===== src/rtl/vram_port_arbiter_if.sv =====
// Store-queue, vector-generator and VRAM signals shared by the arbiter and its environment.
// master drives the queue head, VG request and RAM read data; slave is the arbiter side.
interface vram_port_arbiter_if;
    logic [7:0]  q_data;
    logic [15:0] q_addr;
    logic        q_valid;
    logic        q_empty;
    logic        q_can_write;
    logic        vg_req;
    logic [12:0] vg_addr;
    logic        vg_ack;
    logic [7:0]  vg_data;
    logic [12:0] ram_addr;
    logic [7:0]  ram_din;
    logic        ram_we;
    logic [7:0]  ram_dout;
    logic [7:0]  drop_count;

    modport master (
        output q_data, q_addr, q_valid, q_empty, vg_req, vg_addr, ram_dout,
        input  q_can_write, vg_ack, vg_data, ram_addr, ram_din, ram_we, drop_count
    );

    modport slave (
        input  q_data, q_addr, q_valid, q_empty, vg_req, vg_addr, ram_dout,
        output q_can_write, vg_ack, vg_data, ram_addr, ram_din, ram_we, drop_count
    );
endinterface


===== src/rtl/vram_port_arbiter.sv =====
// Shares the single VRAM port between CPU store draining and vector-generator reads.
// Reads win, but a write burst is capped and every read is followed by a forced write.
module vram_port_arbiter #(
    parameter int unsigned BURST_MAX = 4,
    parameter logic [15:0] VRAM_BASE = 16'h2000
) (
    input logic                clk,
    input logic                rst_n,
    vram_port_arbiter_if.slave bus
);
    localparam int unsigned    BW        = (BURST_MAX > 1) ? $clog2(BURST_MAX) : 1;
    localparam logic [BW-1:0]  BURST_TOP = BW'(BURST_MAX - 1);

    typedef enum logic [2:0] {
        StIdle,
        StWrite,
        StRdAddr,
        StRdWait,
        StRdData
    } state_e;

    state_e      r_state;
    logic [BW-1:0] r_burst_cnt;
    logic [12:0] r_ram_addr;
    logic [7:0]  r_ram_din;
    logic        r_ram_we;
    logic        r_vg_ack;
    logic [7:0]  r_vg_data;
    logic [7:0]  r_drop_count;

    state_e      w_state_d;
    logic [BW-1:0] w_burst_d;
    logic [12:0] w_ram_addr_d;
    logic [7:0]  w_ram_din_d;
    logic        w_ram_we_d;
    logic        w_vg_ack_d;
    logic [7:0]  w_vg_data_d;
    logic [7:0]  w_drop_d;

    logic        w_accept;
    logic [15:0] w_off;
    logic        w_in_win;
    logic        w_burst_last;

    assign w_accept = (r_state == StWrite) && bus.q_valid && !bus.q_empty;
    assign w_off    = bus.q_addr - VRAM_BASE;
    assign w_in_win = w_off < 16'h2000;
    // Counter parks at BURST_MAX-1, so a read arriving late in a long burst waits one write.
    assign w_burst_last = (r_burst_cnt == BURST_TOP);

    always_comb begin
        w_state_d    = r_state;
        w_burst_d    = r_burst_cnt;
        w_ram_addr_d = r_ram_addr;
        w_ram_din_d  = r_ram_din;
        w_ram_we_d   = 1'b0;
        w_vg_ack_d   = 1'b0;
        w_vg_data_d  = r_vg_data;
        w_drop_d     = r_drop_count;

        unique case (r_state)
            StIdle: begin
                if (bus.vg_req) begin
                    w_state_d = StRdAddr;
                end else if (!bus.q_empty) begin
                    w_state_d = StWrite;
                end
            end
            StWrite: begin
                if (w_accept) begin
                    if (!w_burst_last) begin
                        w_burst_d = r_burst_cnt + BW'(1);
                    end
                    if (w_in_win) begin
                        w_ram_addr_d = w_off[12:0];
                        w_ram_din_d  = bus.q_data;
                        w_ram_we_d   = 1'b1;
                    end else if (r_drop_count != 8'hFF) begin
                        w_drop_d = r_drop_count + 8'd1;
                    end
                end
                // The last pop is only visible as q_empty one cycle later.
                if (w_accept && bus.vg_req && w_burst_last) begin
                    w_state_d = StRdAddr;
                    w_burst_d = '0;
                end else if (bus.q_empty) begin
                    w_state_d = StIdle;
                    w_burst_d = '0;
                end
            end
            StRdAddr: begin
                w_ram_addr_d = bus.vg_addr;
                w_state_d    = StRdWait;
            end
            StRdWait: begin
                w_state_d = StRdData;
            end
            StRdData: begin
                w_vg_data_d = bus.ram_dout;
                w_vg_ack_d  = 1'b1;
                w_state_d   = bus.q_empty ? StIdle : StWrite;
            end
            default: begin
                w_state_d = StIdle;
                w_burst_d = '0;
            end
        endcase
    end

    always_ff @(posedge clk or negedge rst_n) begin
        if (!rst_n) begin
            r_state      <= StIdle;
            r_burst_cnt  <= '0;
            r_ram_addr   <= '0;
            r_ram_din    <= '0;
            r_ram_we     <= 1'b0;
            r_vg_ack     <= 1'b0;
            r_vg_data    <= '0;
            r_drop_count <= '0;
        end else begin
            r_state      <= w_state_d;
            r_burst_cnt  <= w_burst_d;
            r_ram_addr   <= w_ram_addr_d;
            r_ram_din    <= w_ram_din_d;
            r_ram_we     <= w_ram_we_d;
            r_vg_ack     <= w_vg_ack_d;
            r_vg_data    <= w_vg_data_d;
            r_drop_count <= w_drop_d;
        end
    end

    assign bus.q_can_write = (r_state == StWrite);
    assign bus.ram_addr    = r_ram_addr;
    assign bus.ram_din     = r_ram_din;
    assign bus.ram_we      = r_ram_we;
    assign bus.vg_ack      = r_vg_ack;
    assign bus.vg_data     = r_vg_data;
    assign bus.drop_count  = r_drop_count;
endmodule


===== src/flat_wrapper.sv =====
// flat-port wrapper written by rule: the top's interface ports become plain ports
module vram_port_arbiter_flat 
#(
    parameter int unsigned BURST_MAX = 4,
    parameter logic [15:0] VRAM_BASE = 16'h2000
)
  (clk, rst_n, bus_q_data, bus_q_addr, bus_q_valid, bus_q_empty, bus_vg_req, bus_vg_addr, bus_ram_dout, bus_q_can_write, bus_vg_ack, bus_vg_data, bus_ram_addr, bus_ram_din, bus_ram_we, bus_drop_count);
  vram_port_arbiter_if bus_i ();
  input logic clk;
  input logic rst_n;
  input wire logic [$bits(bus_i.q_data)-1:0] bus_q_data;
  input wire logic [$bits(bus_i.q_addr)-1:0] bus_q_addr;
  input wire logic [$bits(bus_i.q_valid)-1:0] bus_q_valid;
  input wire logic [$bits(bus_i.q_empty)-1:0] bus_q_empty;
  input wire logic [$bits(bus_i.vg_req)-1:0] bus_vg_req;
  input wire logic [$bits(bus_i.vg_addr)-1:0] bus_vg_addr;
  input wire logic [$bits(bus_i.ram_dout)-1:0] bus_ram_dout;
  output wire logic [$bits(bus_i.q_can_write)-1:0] bus_q_can_write;
  output wire logic [$bits(bus_i.vg_ack)-1:0] bus_vg_ack;
  output wire logic [$bits(bus_i.vg_data)-1:0] bus_vg_data;
  output wire logic [$bits(bus_i.ram_addr)-1:0] bus_ram_addr;
  output wire logic [$bits(bus_i.ram_din)-1:0] bus_ram_din;
  output wire logic [$bits(bus_i.ram_we)-1:0] bus_ram_we;
  output wire logic [$bits(bus_i.drop_count)-1:0] bus_drop_count;
  assign bus_i.q_data = bus_q_data;
  assign bus_i.q_addr = bus_q_addr;
  assign bus_i.q_valid = bus_q_valid;
  assign bus_i.q_empty = bus_q_empty;
  assign bus_i.vg_req = bus_vg_req;
  assign bus_i.vg_addr = bus_vg_addr;
  assign bus_i.ram_dout = bus_ram_dout;
  assign bus_q_can_write = bus_i.q_can_write;
  assign bus_vg_ack = bus_i.vg_ack;
  assign bus_vg_data = bus_i.vg_data;
  assign bus_ram_addr = bus_i.ram_addr;
  assign bus_ram_din = bus_i.ram_din;
  assign bus_ram_we = bus_i.ram_we;
  assign bus_drop_count = bus_i.drop_count;
  vram_port_arbiter #(.BURST_MAX(BURST_MAX), .VRAM_BASE(VRAM_BASE)) u_core (.clk(clk), .rst_n(rst_n), .bus(bus_i));
endmodule

===== config.mk =====
export PLATFORM = sky130hd
export DESIGN_NAME = vram_port_arbiter_flat
export DESIGN_NICKNAME = d
export VERILOG_FILES = /design/src/rtl/vram_port_arbiter_if.sv /design/src/rtl/vram_port_arbiter.sv /design/src/flat_wrapper.sv
export SDC_FILE = /design/constraint.sdc
export NUM_CORES = 1
export LEC_CHECK = 0
export CAP_MARGIN = 5
export CORE_MARGIN = 3
export CORE_UTILIZATION = 37
export CTS_CLUSTER_SIZE = 30
export DETAILED_ROUTE_END_ITERATION = 8
export GPL_TIMING_DRIVEN = 0
export MAX_ROUTING_LAYER = met4
export PLACE_DENSITY = 0.76
export SYNTH_ARGS = -nofsm -noshare
export SYNTH_HDL_FRONTEND = slang
export SYNTH_SLANG_ARGS = --single-unit

===== constraint.sdc =====
create_clock -name clk -period 1.74 [get_ports clk]
set_clock_uncertainty 0.1 [all_clocks]
set_input_delay 0.435 -clock clk [delete_from_list [all_inputs] [get_ports clk]]
set_output_delay 0.435 -clock clk [all_outputs]
set_load 0.005 [all_outputs]

==> summary.md <==
| Metric | Value |
|---|---|
| R2r worst-path depth | `6` |
| Initial antenna violation count | `0` |
| Period utilisation layout | `104.7%` |
| Number of design-rule violations left by the first detailed-router iteration | `between 70 and 80` |
| Flip-flop and latch count after synthesis | `44` |
| Max Transition Viols Final | `0` |
| Leftover overflow at the end of global routing | `0` |
| Critical Path Source Type | `flop` |
| CTS clk-pin slew, worst paths | `roughly 80 ps` |
| Classification of the worst-slack hold path | `reg2reg` |
| Number of inserted diodes | `0` |
| Ranking of synthesized cells by area | `sky130_fd_sc_hd__dfrtp_1, sky130_fd_sc_hd__mux2_2, sky130_fd_sc_hd__mux2i_1` |
| Clock latency reported for the late side of the worst-skew pair | `roughly 300 ps` |
| # IOs | `90` |
| Nets@finish | `between 300 and 400` |
| Worst endpoint required time | `~1800 ps` |
| DRC violations left | `0` |
| Min-Delay Startpoint | `u_core.bus.ram_addr[1]` |
| Worst Hold Path Cells | `2` |
| Filler cell count in the final layout | `between 300 and 400` |
| Final worst-path setup slack | `-82.56 ps` |
| Slowest CP cell | `sky130_fd_sc_hd__dfrtp_2` |
| Fraction of layout cells with a size suffix above 1 | `around 36%` |
| Vertical die dimension | `a little under 80 um` |
| Number of enable flip-flop cells after synthesis | `0` |
| Antenna-violating nets left | `0` |
| Post-Synthesis Net Count | `approximately 220` |
| Fraction of the yosys area taken by sequential cells | `a little under three fifths` |
| Largest area contributor in the netlist | `sky130_fd_sc_hd__dfrtp_1` |
| Outcome | `finished, violations left` |
| Clock tree from TritonCTS | `done` |
| Highest Clock Rate | `around 550 MHz` |
| Routed via count | `about 1800` |
| Met1 Usage GRT | `between 20% and 30%` |
| Cell Area, Placed | `3019 sq um` |
| Max-cap violations | `0` |
| Met2 usage in global routing | `between 20% and 30%` |
| Syn. warnings | `0` |
| Number of global-route vias before repair | `around 1700` |
| Cells along the critical path | `buf_4, nor4b_4, buf_6, buf_12, nand4_4, mux2_4` |
| Startpoint of the worst register-to-register path | `u_core.r_state[1]` |
| Top library cells by usage in the layout, fill and taps aside | `sky130_fd_sc_hd__clkdlybuf4s50_1, sky130_fd_sc_hd__dfrtp_1, sky130_fd_sc_hd__buf_4` |
| Unrepaired setup endpoints after global routing | `true` |
| Yosys top cell area share | `55.21%` |
| Library cell used as clock root buffer | `sky130_fd_sc_hd__clkbuf_8` |
| Total Die Area | `around 6300 sq um` |
| Synthesized cell area | `around 2000 sq um` |
| Core area | `5172 sq um` |
| Global routing usage on met3 | `approximately 4.4%` |
| Average via count per standard cell | `around 4.9` |
| Number of hold-slack violations in the final timing report | `0` |
| Most used flip-flop cell after synthesis | `sky130_fd_sc_hd__dfrtp_1` |
| Number of H-tree branching levels | `2` |
| Placement row count | `26` |
| Area added between synthesis and finish | `86.39%` |
| Largest fanout on the critical path | `5` |
| Place WS | `-781.1 ps` |
| Final RePlAce weighted congestion | `around 0.81` |
| Fraction of registers with async set or reset after synthesis | `100.0%` |
| Hold Worst Slack | `a little under 400 ps` |
| Count of input and output buffers | `89` |
| Endpoints failing setup | `25` |
| Starting utilization of the core area | `between 30% and 40%` |
| Violations in the final reports | `negative setup slack` |
| Clock buffer count from CTS | `5` |
| Total track usage | `between 10% and 20%` |
| Type of the worst setup path | `reg2reg` |
| Hold Path End | `u_core.bus.ram_addr[1]` |
| Most frequent standard cell in the layout excluding fill and tap cells | `sky130_fd_sc_hd__clkdlybuf4s50_1` |
| Yosys cell types | `30` |
| Min Clock Period, post-route | `~1800 ps` |
| Stage delay of the slowest cell on the critical path | `between 400 and 500 ps` |
| Total routed wirelength | `5.558 mm` |
| Reg2reg setup slack | `-80 ps` |
| Endpoint of the lowest-slack register-to-register path | `u_core.bus.ram_din[4]` |
| Pwr/cell area | `roughly 1500 nW/um^2` |
| Mean instance size in the synthesized netlist | `between 10 and 15 sq um` |
| Critical path data arrival time | `roughly 1900 ps` |
| Static leakage | `roughly 0.0019 uW` |
| First-pass GRT wire length | `approximately 8.7 mm` |
| Most used routing layer | `met2` |
| Peak supply drop | `0.7732 mV` |
| Worst Max-Slew Pin Slew | `about 480 ps` |
| Maximum clock path buffer count | `2` |
| DRT Pass-1 Iters | `4` |
| Wire length per cell | `around 15 um` |
| Capturing element type of the critical path | `flop` |
| Syn Inst Count | `about 170` |
| Clk sinks | `44` |
| Total half-perimeter wirelength after legalization and detailed placement | `roughly 3.4 mm` |
| Post-layout util | `between 70% and 80%` |
| Horizontal extent of the die | `approximately 79 um` |
| Pin count of the biggest net entering global routing | `33` |
| Final instance area | `between 3000 and 4000 sq um` |
| Slew margin rel. | `~70%` |
logic make-up (layout without fill, tap and decap cells):
family / count (synthesis) / in the layout / share of synthesized area [%]
buf+inv: 12 / 142 / 2.634
compound gates: 21 / 21 / 6.525
mux: 32 / 32 / 17.19
fa+ha+maj: 3 / 3 / 1.882
flops: 44 / 44 / 55.21
xor+xnor: 9 / 9 / 3.953
simple gates: 44 / 45 / 12.61
state kept, by name (all words and copies together), names as in the netlist:
signal	cells
u_core.bus.drop_count	8
u_core.bus.ram_addr	13
u_core.bus.ram_din	8
u_core.bus.ram_we	1
u_core.bus.vg_ack	1
u_core.bus.vg_data	8
u_core.r_burst_cnt	2
u_core.r_state	3
worst max path at each step:
stage | start | endpoint | depth (start not counted)
final | u_core.r_state[1] | u_core.bus.ram_din[4] | 6
after global routing | u_core.r_state[2] | u_core.bus.ram_din[4] | 6
after CTS | u_core.r_state[2] | u_core.bus.ram_din[4] | 6
after detailed placement | bus_q_empty | u_core.bus.ram_din[0] | 4
after global placement | rst_n | u_core.bus.ram_addr[10] | 1
after floorplan | u_core.r_state[2] | u_core.bus.ram_din[0] | 4
worst max-delay path: cells and delay by family, from the launching register on:
family | cells | cell delay [ps]
buffers and inverters | 3 | 440
flip-flops | 1 | 430
multiplexers | 1 | 360
AND/OR/NAND/NOR | 2 | 380
cells in the mapped netlist, drive strengths merged, types with 2 or more instances:
cell	count
a21oi	2
xor2	8
nor2	5
dfrtp	44
nor4	3
mux2i	14
nand4	3
ha	3
nand3	5
buf	5
inv	6
nor4b	2
o21ai	15
nor3	2
mux2	18
nor3b	2
nand2	19
where the power goes:
part	internal, uW	leakage [uW]	switching, uW
clock	718	0.0000784	348
combinational	1640	0.00128	1080
sequential	1430	0.000564	226
total	3790	0.00192	1650
metal layers:
metal	part of all wire, %	wire length, um
met5	0	0
met4	2.1	116
met3	5.5	306
met2	49	2749
met1	43	2384
through the flow:
stage          total power, uW  setup TNS, ps  instances
5_1_grt                   5790          -3028        366
3_5_place_dp              3733         -22230        325
6_report                  5442          -1054        366
4_1_cts                   5219         -450.7        357
2_1_floorplan             2640          -1225        165
3_3_place_gp              3664         -68860        324
what timing repair did:
item / 4_1_cts / 5_1_grt
buffers inserted: 21 / 9
endpoints found under the hold margin: 12 / 0
cloned: 3 / 0
gates resized for setup: 38 / 49
pin swaps: 11 / 5
setup endpoints to repair: 48 / 51
hold buffers: 1 / 0
final cells by class:
cell class              count  area [sq um]  area share [%]
flip-flops and latches     44          1102           29.65
inverters                   6         22.52          0.6059
repair buffers            123          1234           33.19
multi-input cells         110          1064           28.61
plain buffers               5         48.80           1.313
clock buffers               5         68.82           1.851
clock inverters             3         90.09           2.423
well taps                  70         87.58           2.356
No activity file was read; power rests on OpenSTA's default activity.
